`src/rtl/mem_arb_pkg.sv`:
```
// Shared types and default widths for the data RAM arbiter.
// Holds the arbiter FSM encoding and the grant selector.
package mem_arb_pkg;

    localparam int ADDR_W_DEF     = 16;
    localparam int DATA_W_DEF     = 16;
    localparam int STARVE_MAX_DEF = 4;

    // State names which read return is on ram_q this cycle.
    typedef enum logic [1:0] {
        ARB_IDLE,
        ARB_CPU_RD,
        ARB_DMA_RD
    } arb_state_t;

    typedef enum {
        GNT_NONE,
        GNT_CPU,
        GNT_DMA
    } arb_gnt_t;

endpackage

```
`src/rtl/arb_starve_counter.sv`:
```
// Saturating count of consecutive denied DMA cycles; at_max forces a DMA grant.
// Registered count, combinational at_max; clear has priority over increment.
module arb_starve_counter #(
    parameter int MAX = 4
) (
    input  logic clk,
    input  logic reset,
    input  logic inc_i,
    input  logic clr_i,
    output logic at_max_o
);

    localparam int            W     = $clog2(MAX + 1);
    localparam logic [W-1:0]  MAX_V = W'(MAX);

    logic [W-1:0] cnt_q, cnt_d;

    always_comb begin
        cnt_d = cnt_q;
        if (clr_i) begin
            cnt_d = '0;
        end else if (inc_i && (cnt_q != MAX_V)) begin
            cnt_d = cnt_q + W'(1);
        end
    end

    always_ff @(posedge clk or negedge reset) begin
        if (!reset) begin
            cnt_q <= '0;
        end else begin
            cnt_q <= cnt_d;
        end
    end

    assign at_max_o = (cnt_q == MAX_V);

endmodule

```
`src/rtl/data_mem_arbiter.sv`:
```
// Shares the single-port data RAM between the MEM-stage CPU port (priority) and a DMA port.
// Issue is combinational each cycle; reads return one cycle later; cpu_stall freezes the pipeline.
module data_mem_arbiter
    import mem_arb_pkg::*;
#(
    parameter int ADDR_W     = ADDR_W_DEF,
    parameter int DATA_W     = DATA_W_DEF,
    parameter int STARVE_MAX = STARVE_MAX_DEF
) (
    input  logic              clk,
    input  logic              reset,
    input  logic              cpu_req,
    input  logic              cpu_we,
    input  logic [ADDR_W-1:0] cpu_addr,
    input  logic [DATA_W-1:0] cpu_wdata,
    output logic [DATA_W-1:0] cpu_rdata,
    output logic              cpu_stall,
    input  logic              dma_valid,
    input  logic              dma_we,
    input  logic [ADDR_W-1:0] dma_addr,
    input  logic [DATA_W-1:0] dma_wdata,
    output logic              dma_ready,
    output logic              dma_rvalid,
    output logic [DATA_W-1:0] dma_rdata,
    output logic [ADDR_W-1:0] ram_addr,
    output logic [DATA_W-1:0] ram_wdata,
    output logic              ram_we,
    input  logic [DATA_W-1:0] ram_q
);

    arb_state_t state_q, state_d;
    arb_gnt_t   gnt;
    logic       cpu_pending;
    logic       forced;
    logic       at_max;
    logic       dma_gnt;
    logic       stall_int;
    logic       we_int;

    arb_starve_counter #(
        .MAX (STARVE_MAX)
    ) u_starve (
        .clk      (clk),
        .reset    (reset),
        .inc_i    (dma_valid && !dma_gnt),
        .clr_i    (dma_gnt || !dma_valid),
        .at_max_o (at_max)
    );

    // The load being returned in CPU_RD is still presented by the MEM stage; don't reissue it.
    assign cpu_pending = cpu_req && (state_q != ARB_CPU_RD);
    assign forced      = dma_valid && at_max;

    always_comb begin
        gnt       = GNT_NONE;
        state_d   = ARB_IDLE;
        ram_addr  = cpu_addr;
        ram_wdata = cpu_wdata;
        we_int    = 1'b0;
        stall_int = 1'b0;
        if (forced || (dma_valid && !cpu_pending)) begin
            gnt = GNT_DMA;
        end else if (cpu_pending) begin
            gnt = GNT_CPU;
        end

        case (gnt)
            GNT_DMA: begin
                ram_addr  = dma_addr;
                ram_wdata = dma_wdata;
                we_int    = dma_we;
                stall_int = cpu_pending;
                state_d   = dma_we ? ARB_IDLE : ARB_DMA_RD;
            end
            GNT_CPU: begin
                we_int    = cpu_we;
                stall_int = !cpu_we;
                state_d   = cpu_we ? ARB_IDLE : ARB_CPU_RD;
            end
            default: ;
        endcase
    end

    assign dma_gnt = (gnt == GNT_DMA);

    always_ff @(posedge clk or negedge reset) begin
        if (!reset) begin
            state_q <= ARB_IDLE;
        end else begin
            state_q <= state_d;
        end
    end

    // Requests arriving while reset is held must not reach the RAM or either requester.
    assign ram_we     = reset && we_int;
    assign dma_ready  = reset && dma_gnt;
    assign cpu_stall  = reset && stall_int;
    assign cpu_rdata  = (state_q == ARB_CPU_RD) ? ram_q : '0;
    assign dma_rvalid = (state_q == ARB_DMA_RD);
    assign dma_rdata  = (state_q == ARB_DMA_RD) ? ram_q : '0;

endmodule

```
`config.mk`:
```
export PLATFORM = sky130hd
export DESIGN_NAME = data_mem_arbiter
export DESIGN_NICKNAME = d
export VERILOG_FILES = /design/src/rtl/mem_arb_pkg.sv /design/src/rtl/arb_starve_counter.sv /design/src/rtl/data_mem_arbiter.sv
export SDC_FILE = /design/constraint.sdc
export NUM_CORES = 1
export LEC_CHECK = 0
export CAP_MARGIN = 20
export CORE_ASPECT_RATIO = 0.8
export CORE_MARGIN = 8
export CORE_UTILIZATION = 23
export DETAILED_ROUTE_END_ITERATION = 8
export GPL_ROUTABILITY_DRIVEN = 0
export PLACE_DENSITY = 0.95
export SETUP_SLACK_MARGIN = 0.15
export SYNTH_ARGS = -nofsm -noshare
export SYNTH_HDL_FRONTEND = slang
export SYNTH_SLANG_ARGS = --single-unit
```
`constraint.sdc`:
```
create_clock -name clk -period 5 [get_ports clk]
set_clock_uncertainty 0.2 [all_clocks]
set_input_delay 1 -clock clk [delete_from_list [all_inputs] [get_ports clk]]
set_output_delay 1 -clock clk [all_outputs]
set_load 0.02 [all_outputs]
```
==> results of run 1 <==
-- metrics by stage --
| stage | hold WS (ns) | instances | area, um^2 | worst slack (ns) |
|---|---|---|---|---|
| floorplan | 0.230 | 100 | 900 | 1.93 |
| global route | 0.287 | 308 | 2520 | 0.596 |
| finish | 0.265 | 308 | 2520 | 0.684 |
| detailed placement | 0.262 | 304 | 2480 | 0.703 |
| global placement | 0.249 | 304 | 2480 | 0.755 |
| CTS | 0.266 | 308 | 2520 | 0.699 |
-- layout by cell type (no fill, tap or decap), types with 2 or more instances in the layout --
master	instances
dfrtp_1	5
inv_1	3
clkbuf_8	3
clkdlybuf4s50_1	153
and2_1	33
ha_1	2
nand2_1	3
nor2b_1	2
nor2_1	2
mux2_2	32
nand3_1	3
nor3_1	2
and3_1	2
-- critical path, stage by stage --
cell and delay, ns:
clkdlybuf4s50_1 0.55, inv_1 0.12, a31oi_4 0.26, buf_12 0.23, mux2_2 0.39, clkdlybuf4s50_1 0.55
-- layer usage --
layer  part of all wire (%)  routed length [um]  up-vias
met5                      0                   0        -
met4                   0.23                  12        0
met3                     12                 624        2
met2                     52                2740       87
met1                     36                1930      605
li1                       -                   -      652
-- path summary, 6_finish.rpt --
path / startpoint / endpoint / slack, ns / cells past startpoint
min in group asynchronous: reset / u_starve.cnt_q[2] / 0.85 / 1
max in group asynchronous: reset / state_q[1] / 3.52 / 1
min: u_starve.cnt_q[0] / u_starve.cnt_q[0] / 0.26 / 1
max: dma_valid / ram_addr[4] / 0.68 / 6
max reg2reg: u_starve.cnt_q[0] / state_q[0] / 3.53 / 5
min reg2reg: u_starve.cnt_q[0] / u_starve.cnt_q[0] / 0.26 / 1
-- sequential cells by signal, summed over array words and instances (netlist names) --
register / flops
u_starve.cnt_q: 3
state_q: 2
-- area by class of cell --
cell class / count / area (um^2)
clock buffers: 4 / 45.0
fillers: 294 / 1250
inverters: 3 / 11.3
multi-input cells: 87 / 722
flip-flops and latches: 5 / 125
well taps: 55 / 68.8
repair buffers: 154 / 1550
-- power breakdown --
part | internal [mW] | switching, mW
sequential | 0.0423 | 0.00134
clock | 0.0546 | 0.0184
combinational | 0.141 | 0.0906
-- cells by family (layout without fill, tap and decap cells) --
logic type	count (synthesis)	count (layout)	share of synthesized area [%]
muxes	32	32	40.1
DFF	5	5	13.9
and+or+nand+nor	49	49	32.8
AOI/OAI and AO/OA	3	3	3.62
buffers and inverters	8	161	5.84
xor gates and xnor gates	1	1	0.974
adders and majority gates	2	2	2.78
==> results by group, run 1 <==
Setup path
  • Crit path launch type: input pin
  • Critical Path RT: 3.80 ns
  • Critical path peak fanout: 30
  • Critical path class: input pin to output port
  • Critical Path End Type: output port
  • Worst EP arrival: 3.12 ns

Timing
  • Final setup fails: 0
  • Final Hold Viols: 0
  • Relative slew slack: 44.9%
  • Final Max Slew Viols: 0
  • Slew @ Worst Pin: 0.825 ns
  • Period utilization: 86.3%
  • Fmax: 232 MHz
  • Minimum clock period: 4.32 ns
  • Final TNS setup: 0 ns
  • RSZ-0062 raised after global routing: no

Route
  • Wire length per cell: 17.2 um
  • Detail Route Antenna Nets: 0
  • Total number of vias: 1346
  • Vias per cell: 4.37
  • Drt total wl: 5310 um
  • Drt first pass iters: 4
  • Starting DRT DRC Count: 27
  • Drt drc: 0

Run status
  • Status: complete, no violations

Global route
  • Met2 GRT Util: 31.6%
  • Gr ovfl total: 0
  • GRT met3 Usage: 7.67%
  • Vias in the first global route: 1421
  • GRT Max-Usage Layer: met2
  • First-pass GRT wire length: 7890 um
  • Largest net degree at the start of global routing: 31
  • Grt met1 use: 16.2%
  • Antenna violations before repair: 0
  • GRT Resource Usage Total: 16.6%

Synth
  • Share of flip-flops with an asynchronous set or reset: 100%
  • Post-synth top area share: 40.1%
  • Cell Area, Synth: 900 um^2
  • Top cells by count, synth: 33 x and2_1, 32 x mux2_2, 5 x dfrtp_1
  • Count leader, synth: and2_1
  • Syn Area/Cell: 9.00 um^2
  • Yosys cell types: 19
  • Commonest register cell after synthesis: dfrtp_1
  • Ys Warns: 0
  • Area leader, netlist: mux2_2
  • Synth Net Count: 188
  • Synthesis-stage register bit count: 5
  • Post-synth EDFFs: 0
  • Synth top area cells: mux2_2 40%, and2_1 23%, dfrtp_1 14%
  • Synthesized instance count: 100
  • Sequential area share after synthesis: 13.9%

Layout
  • Layout area overhead: 181%
  • Layout cells sized above 1: 15.0%
  • Utilization after layout: 66.8%
  • Antenna Cells: 0
  • Final #Nets: 342

Place
  • Port-buffer cells: 153
  • Post-DP HPWL: 4760 um

Clock tree
  • CTS Buffer Depth: 2
  • Clock slew at reported path FFs: 0.03 ns
  • Resized Gates After CTS: 0
  • Post-CTS setup buffers: 0
  • CTS tree: built
  • TritonCTS buffer count: 3
  • Max H-tree Level: 1
  • Sink Count: 5
  • Cts hold-fix bufs: 0
  • Clock Latency Late Sink: 0.22 ns
  • Clock root cell: clkbuf_8

Hold path
  • Worst hold-check path type: register to register

Floorplanning
  • Starting density of the core: 23.8%
  • Vert. Die Dim: 71.9 um
  • Die width: 85.9 um
  • I/O pins: 154
  • Core area: 3780 um^2
  • Die area: 6180 um^2
  • Row count: 20

Power and ir drop
  • Pwr/cell area: 138 nW/um^2
  • VDD IR max: 94.1 uV
  • Static Leakage: 0.969 nW
  • Power Total: 0.348 mW

Run
  • MaxCap Viol Count: 0
(Power assumes the default switching activity.)
==> run 2: changes to the inputs <==
--- a/config.mk
+++ b/config.mk
@@ -11,6 +11,7 @@
 export CORE_UTILIZATION = 23
 export DETAILED_ROUTE_END_ITERATION = 8
 export GPL_ROUTABILITY_DRIVEN = 0
+export GPL_TIMING_DRIVEN = 0
 export PLACE_DENSITY = 0.95
 export SETUP_SLACK_MARGIN = 0.15
 export SYNTH_ARGS = -nofsm -noshare
==> constraint.sdc (replaced) <==
create_clock -name clk -period 5 [get_ports clk]
set_clock_uncertainty 0.2 [all_clocks]
set_input_delay 1 -clock clk [delete_from_list [all_inputs] [get_ports clk]]
set_output_delay 1 -clock clk [all_outputs]
set_load 0.01 [all_outputs]
==> run 2 against run 1 <==
Against the previous run: clock-buffer cell count unchanged; first-iteration DRC count decreased by 3.7%; sequential cell count unchanged; critical path type unchanged; largest power group unchanged.
==> results by group, run 2 (synthesis gave the netlist of run 1 again) <==
Power and ir drop
  • VDD IR max: 110 uV
  • Pwr/cell area: 127 nW/um^2
  • Power Total: 0.323 mW
  • Static Leakage: 0.980 nW

Setup path
  • Critical Path Max Stage Delay: 0.56 ns
  • Crit path launch type: input pin
  • Worst EP arrival: 3.04 ns
  • Critical path class: input pin to output port
  • Critical path peak fanout: 10
  • Top delay family on crit path: buffers and inverters
  • CP Buf/Inv Count: 4
  • Crit-path most repeated cell: clkdlybuf4s50_1
  • Cell breakdown of the critical path: clkdlybuf4s50_1 -> inv_1 -> a31oi_4 -> buf_6 -> mux2_2 -> clkdlybuf4s50_1
  • Critical Path End Type: output port
  • Crit-path slowest cell: clkdlybuf4s50_1
  • Critical Path RT: 3.80 ns

Global route
  • GRT Resource Usage Total: 15.5%
  • Vias in the first global route: 1469
  • Gr ovfl total: 0
  • First-pass GRT wire length: 7600 um
  • Largest net degree at the start of global routing: 11
  • Antenna violations before repair: 0

Layout
  • Top flop regs: u_starve.cnt_q: 3 flops, state_q: 2 flops
  • Biggest register: u_starve.cnt_q
  • Utilization after layout: 67.4%
  • Leading cell type in the layout, fill and taps excluded: clkdlybuf4s50_1
  • Layout area overhead: 183%
  • Most frequent cells in the layout: 153 x clkdlybuf4s50_1, 33 x and2_1, 32 x mux2_2, 5 x dfrtp_1
  • Layout cells sized above 1: 15.6%
  • Number of flip-flops in the largest register: 3
  • Final #Nets: 346
  • Antenna Cells: 0
  • # fillers: 306

Floorplanning
  • I/O pins: 154
  • Die width: 85.9 um
  • Row count: 20
  • Vert. Die Dim: 71.9 um
  • Core area: 3780 um^2
  • Die area: 6180 um^2
  • Starting density of the core: 23.8%

Clock tree
  • Post-CTS setup buffers: 0
  • Sink Count: 5
  • TritonCTS buffer count: 3
  • Max H-tree Level: 1
  • Clock root cell: clkbuf_8
  • Resized Gates After CTS: 0
  • Cts hold-fix bufs: 0
  • Clock Latency Late Sink: 0.21 ns
  • CTS tree: built
  • Clock slew at reported path FFs: 0.04 ns
  • CTS Buffer Depth: 2

Timing
  • Fmax: 236 MHz
  • Slew @ Worst Pin: 0.395 ns
  • Final setup fails: 0
  • RSZ-0062 raised after global routing: no
  • Final Max Slew Viols: 0
  • Minimum clock period: 4.24 ns
  • Relative slew slack: 73.6%
  • Period utilization: 84.9%
  • Hold Slack: 0.254 ns
  • Final Hold Viols: 0
  • Setup WS post-layout: 0.756 ns
  • Final TNS setup: 0 ns

Route
  • Vias per cell: 4.26
  • Drt first pass iters: 5
  • Drt total wl: 5020 um
  • Wire length per cell: 16.1 um
  • Drt drc: 0
  • Detail Route Antenna Nets: 0
  • Starting DRT DRC Count: 26
  • Total number of vias: 1328

Place
  • Post-DP HPWL: 4640 um
  • Port-buffer cells: 153
  • Pre-CTS setup slack: 0.746 ns

Run status
  • Status: complete, no violations

Hold path
  • Worst hold-check path type: register to register

Run
  • MaxCap Viol Count: 0
## run 2: worst register-to-register path, cell delays in order (launching register included)
cell     delay, ns
dfrtp_1       0.39
inv_1         0.06
ha_1          0.16
nand2_1       0.11
a31oi_4       0.33
buf_6         0.20
nor3_1        0.06
## run 2: power breakdown
part           internal, mW  switching [mW]
clock network        0.0546          0.0178
registers            0.0423         0.00136
logic                 0.142          0.0656
## run 2: area by class of cell
cell class | count | area [um^2] | share of cell area (%)
Clock buffer | 4 | 45.0 | 1.77
Timing Repair Buffer | 153 | 1530 | 60.2
Tap cell | 55 | 68.8 | 2.70
Sequential cell | 5 | 125 | 4.92
Inverter | 3 | 11.3 | 0.442
Buffer | 5 | 41.3 | 1.62
Multi-Input combinational cell | 87 | 722 | 28.4
## run 2: metal layers
layer  up-vias  share of wire, %  track usage, %
met5         -                 0               0
met4         0              0.16            1.55
met3         2                12            7.11
met2        78                50            29.2
met1       590                37            15.7
li1        658                 -               -
## run 2: final timing paths
path,from,endpoint,slack [ns],cells past startpoint
worst max register to register,u_starve.cnt_q[0],state_q[0],3.39,6
worst min-delay path,u_starve.cnt_q[0],u_starve.cnt_q[0],0.25,1
worst max-delay path,dma_valid,ram_addr[4],0.76,6
max in group asynchronous,reset,u_starve.cnt_q[1],3.50,1
worst min register to register,u_starve.cnt_q[0],u_starve.cnt_q[0],0.25,1
min in group asynchronous,reset,u_starve.cnt_q[0],0.86,1
## run 2: metrics by stage
stage	cells	area, um^2
after floorplan	100	900
after global placement	308	2500
after detailed placement	308	2500
after CTS	312	2540
after global routing	312	2540
final	312	2540
==> run 3: changes to the inputs <==
--- a/config.mk
+++ b/config.mk
@@ -8,11 +8,11 @@
 export CAP_MARGIN = 20
 export CORE_ASPECT_RATIO = 0.8
 export CORE_MARGIN = 8
-export CORE_UTILIZATION = 23
+export CORE_UTILIZATION = 21
 export DETAILED_ROUTE_END_ITERATION = 8
 export GPL_ROUTABILITY_DRIVEN = 0
 export GPL_TIMING_DRIVEN = 0
-export PLACE_DENSITY = 0.95
+export PLACE_DENSITY = 0.89
 export SETUP_SLACK_MARGIN = 0.15
 export SYNTH_ARGS = -nofsm -noshare
 export SYNTH_HDL_FRONTEND = slang
==> constraint.sdc (replaced) <==
create_clock -name clk -period 4.4 [get_ports clk]
set_clock_uncertainty 0.2 [all_clocks]
set_input_delay 0.88 -clock clk [delete_from_list [all_inputs] [get_ports clk]]
set_output_delay 0.88 -clock clk [all_outputs]
set_load 0.01 [all_outputs]
==> run 3 against run 2 <==
Against the previous run: sequential cell count stayed put; highest routed layer unchanged; hold slack better by 0.0030 ns; sequential power is 14% higher; worst setup slack worse by 0.31 ns; critical path type unchanged; final area hardly changed; critical path depth stayed put; combinational power is 14% higher; largest cell class unchanged; critical endpoint is now ram_wdata[4]; register-to-register slack worse by 0.63 ns.
==> results by group, run 3 (synthesis gave the netlist of run 1 again) <==
Global route
  • GRT Resource Usage Total: 14.7%
  • Gr ovfl total: 0
  • First-pass GRT wire length: 7530 um
  • Antenna violations before repair: 0
  • Vias in the first global route: 1480
  • Largest net degree at the start of global routing: 11

Timing
  • Slew @ Worst Pin: 0.414 ns
  • Relative slew slack: 72.3%
  • Period utilization: 89.9%
  • Final TNS setup: 0 ns
  • Fmax: 253 MHz
  • RSZ-0062 raised after global routing: no
  • Final Max Slew Viols: 0
  • Minimum clock period: 3.95 ns
  • Final setup fails: 0
  • Hold Slack: 0.257 ns
  • Final Hold Viols: 0
  • Setup WS post-layout: 0.445 ns

Route
  • Total number of vias: 1327
  • Drt first pass iters: 4
  • Vias per cell: 4.23
  • Drt total wl: 5170 um
  • Drt drc: 0
  • Wire length per cell: 16.5 um
  • Detail Route Antenna Nets: 0
  • Starting DRT DRC Count: 30

Place
  • Pre-CTS setup slack: 0.437 ns
  • Post-DP HPWL: 4700 um
  • Port-buffer cells: 153
  • Placed cell count: 310

Floorplanning
  • Row count: 21
  • Core area: 4150 um^2
  • Vert. Die Dim: 74.5 um
  • Die width: 89.2 um
  • Starting density of the core: 21.7%
  • I/O pins: 154
  • Die area: 6650 um^2

Power and ir drop
  • Combinational Power Share: 63.8%
  • Static Leakage: 0.980 nW
  • Flop pwr share: 13.4%
  • Pwr/cell area: 145 nW/um^2
  • Net Sw Frac: 26.4%
  • Power Total: 0.369 mW
  • VDD IR max: 101 uV
  • Net switching power: 0.0974 mW
  • Clk network pwr share: 22.7%
  • Pint: 0.271 mW

Layout
  • Layout Cells excl Fill: 314
  • Biggest register: u_starve.cnt_q
  • Layout cells sized above 1: 15.6%
  • Multi-input gate area: 722 um^2
  • Layout area overhead: 183%
  • # fillers: 396
  • Antenna Cells: 0
  • Reg area: 125 um^2
  • Most frequent cells in the layout: 153 x clkdlybuf4s50_1, 33 x and2_1, 32 x mux2_2, 5 x dfrtp_1
  • Leading cell type in the layout, fill and taps excluded: clkdlybuf4s50_1
  • Number of flip-flops in the largest register: 3
  • Top flop regs: u_starve.cnt_q: 3 flops, state_q: 2 flops
  • Final #Nets: 346

Setup path
  • Critical Path End Type: output port
  • Worst EP arrival: 2.87 ns
  • Setup slack, reg-to-reg: 2.76 ns
  • Critical path peak fanout: 10
  • Critical path class: input pin to output port
  • Critical Path RT: 3.32 ns
  • Crit path launch type: input pin

Clock tree
  • CTS tree: built
  • Clock root cell: clkbuf_8
  • Clock Latency Late Sink: 0.22 ns
  • TritonCTS buffer count: 3
  • Max H-tree Level: 1
  • Sink Count: 5
  • CTS Buffer Depth: 2
  • Cts hold-fix bufs: 0
  • Post-CTS setup buffers: 0
  • Clock slew at reported path FFs: 0.03 ns
  • Resized Gates After CTS: 0

Run
  • MaxCap Viol Count: 0

Run status
  • Status: complete, no violations

Hold path
  • Worst hold-check path type: register to register
run 3: cell counts in the layout (fill, tap and decap cells not counted):
Identical to the previous run, type by type.
run 3: worst max-delay path: stages:
cell and delay [ns]:
clkdlybuf4s50_1 0.54, inv_1 0.10, a31oi_4 0.31, buf_6 0.20
mux2_2 0.36, clkdlybuf4s50_1 0.48
run 3: power by group through the flow:
| stage | clock [mW] | combinational [mW] | sequential, mW |
|---|---|---|---|
| 6_report | 0.0838 | 0.235 | 0.0496 |
| 4_1_cts | 0.0861 | 0.239 | 0.0496 |
| 3_5_place_dp | 0 | 0.238 | 0.0502 |
| 3_3_place_gp | 0 | 0.232 | 0.0500 |
| 2_1_floorplan | 0 | 0.0774 | 0.0499 |
| 5_1_grt | 0.0908 | 0.250 | 0.0498 |
run 3: final timing paths:
check,from,to,cells after the start
setup / recovery,dma_valid,ram_wdata[4],6
hold / removal,u_starve.cnt_q[0],u_starve.cnt_q[0],1
setup reg to reg,u_starve.cnt_q[0],state_q[0],6
hold reg to reg,u_starve.cnt_q[0],u_starve.cnt_q[0],1
max in group asynchronous,reset,u_starve.cnt_q[0],1
min in group asynchronous,reset,u_starve.cnt_q[2],1
run 3: cell type report:
cell class              count  share of cell area [%]
repair buffers            153                    60.1
plain buffers               5                    1.62
clock buffers               4                    1.77
inverters                   3                   0.442
multi-input cells          87                    28.3
flip-flops and latches      5                    4.91
well taps                  57                    2.80
run 3: metrics by stage:
stage,instance area (um^2),util (%)
floorplan,900,-
global placement,2500,60.3
detailed placement,2500,60.3
CTS,2550,61.4
global route,2550,61.4
finish,2550,61.4
run 3: metal layers:
metal  part of all wire [%]  global-route usage, %
met5                      0                      0
met4                   0.68                   1.47
met3                     12                   6.29
met2                     56                   31.6
met1                     31                   12.3
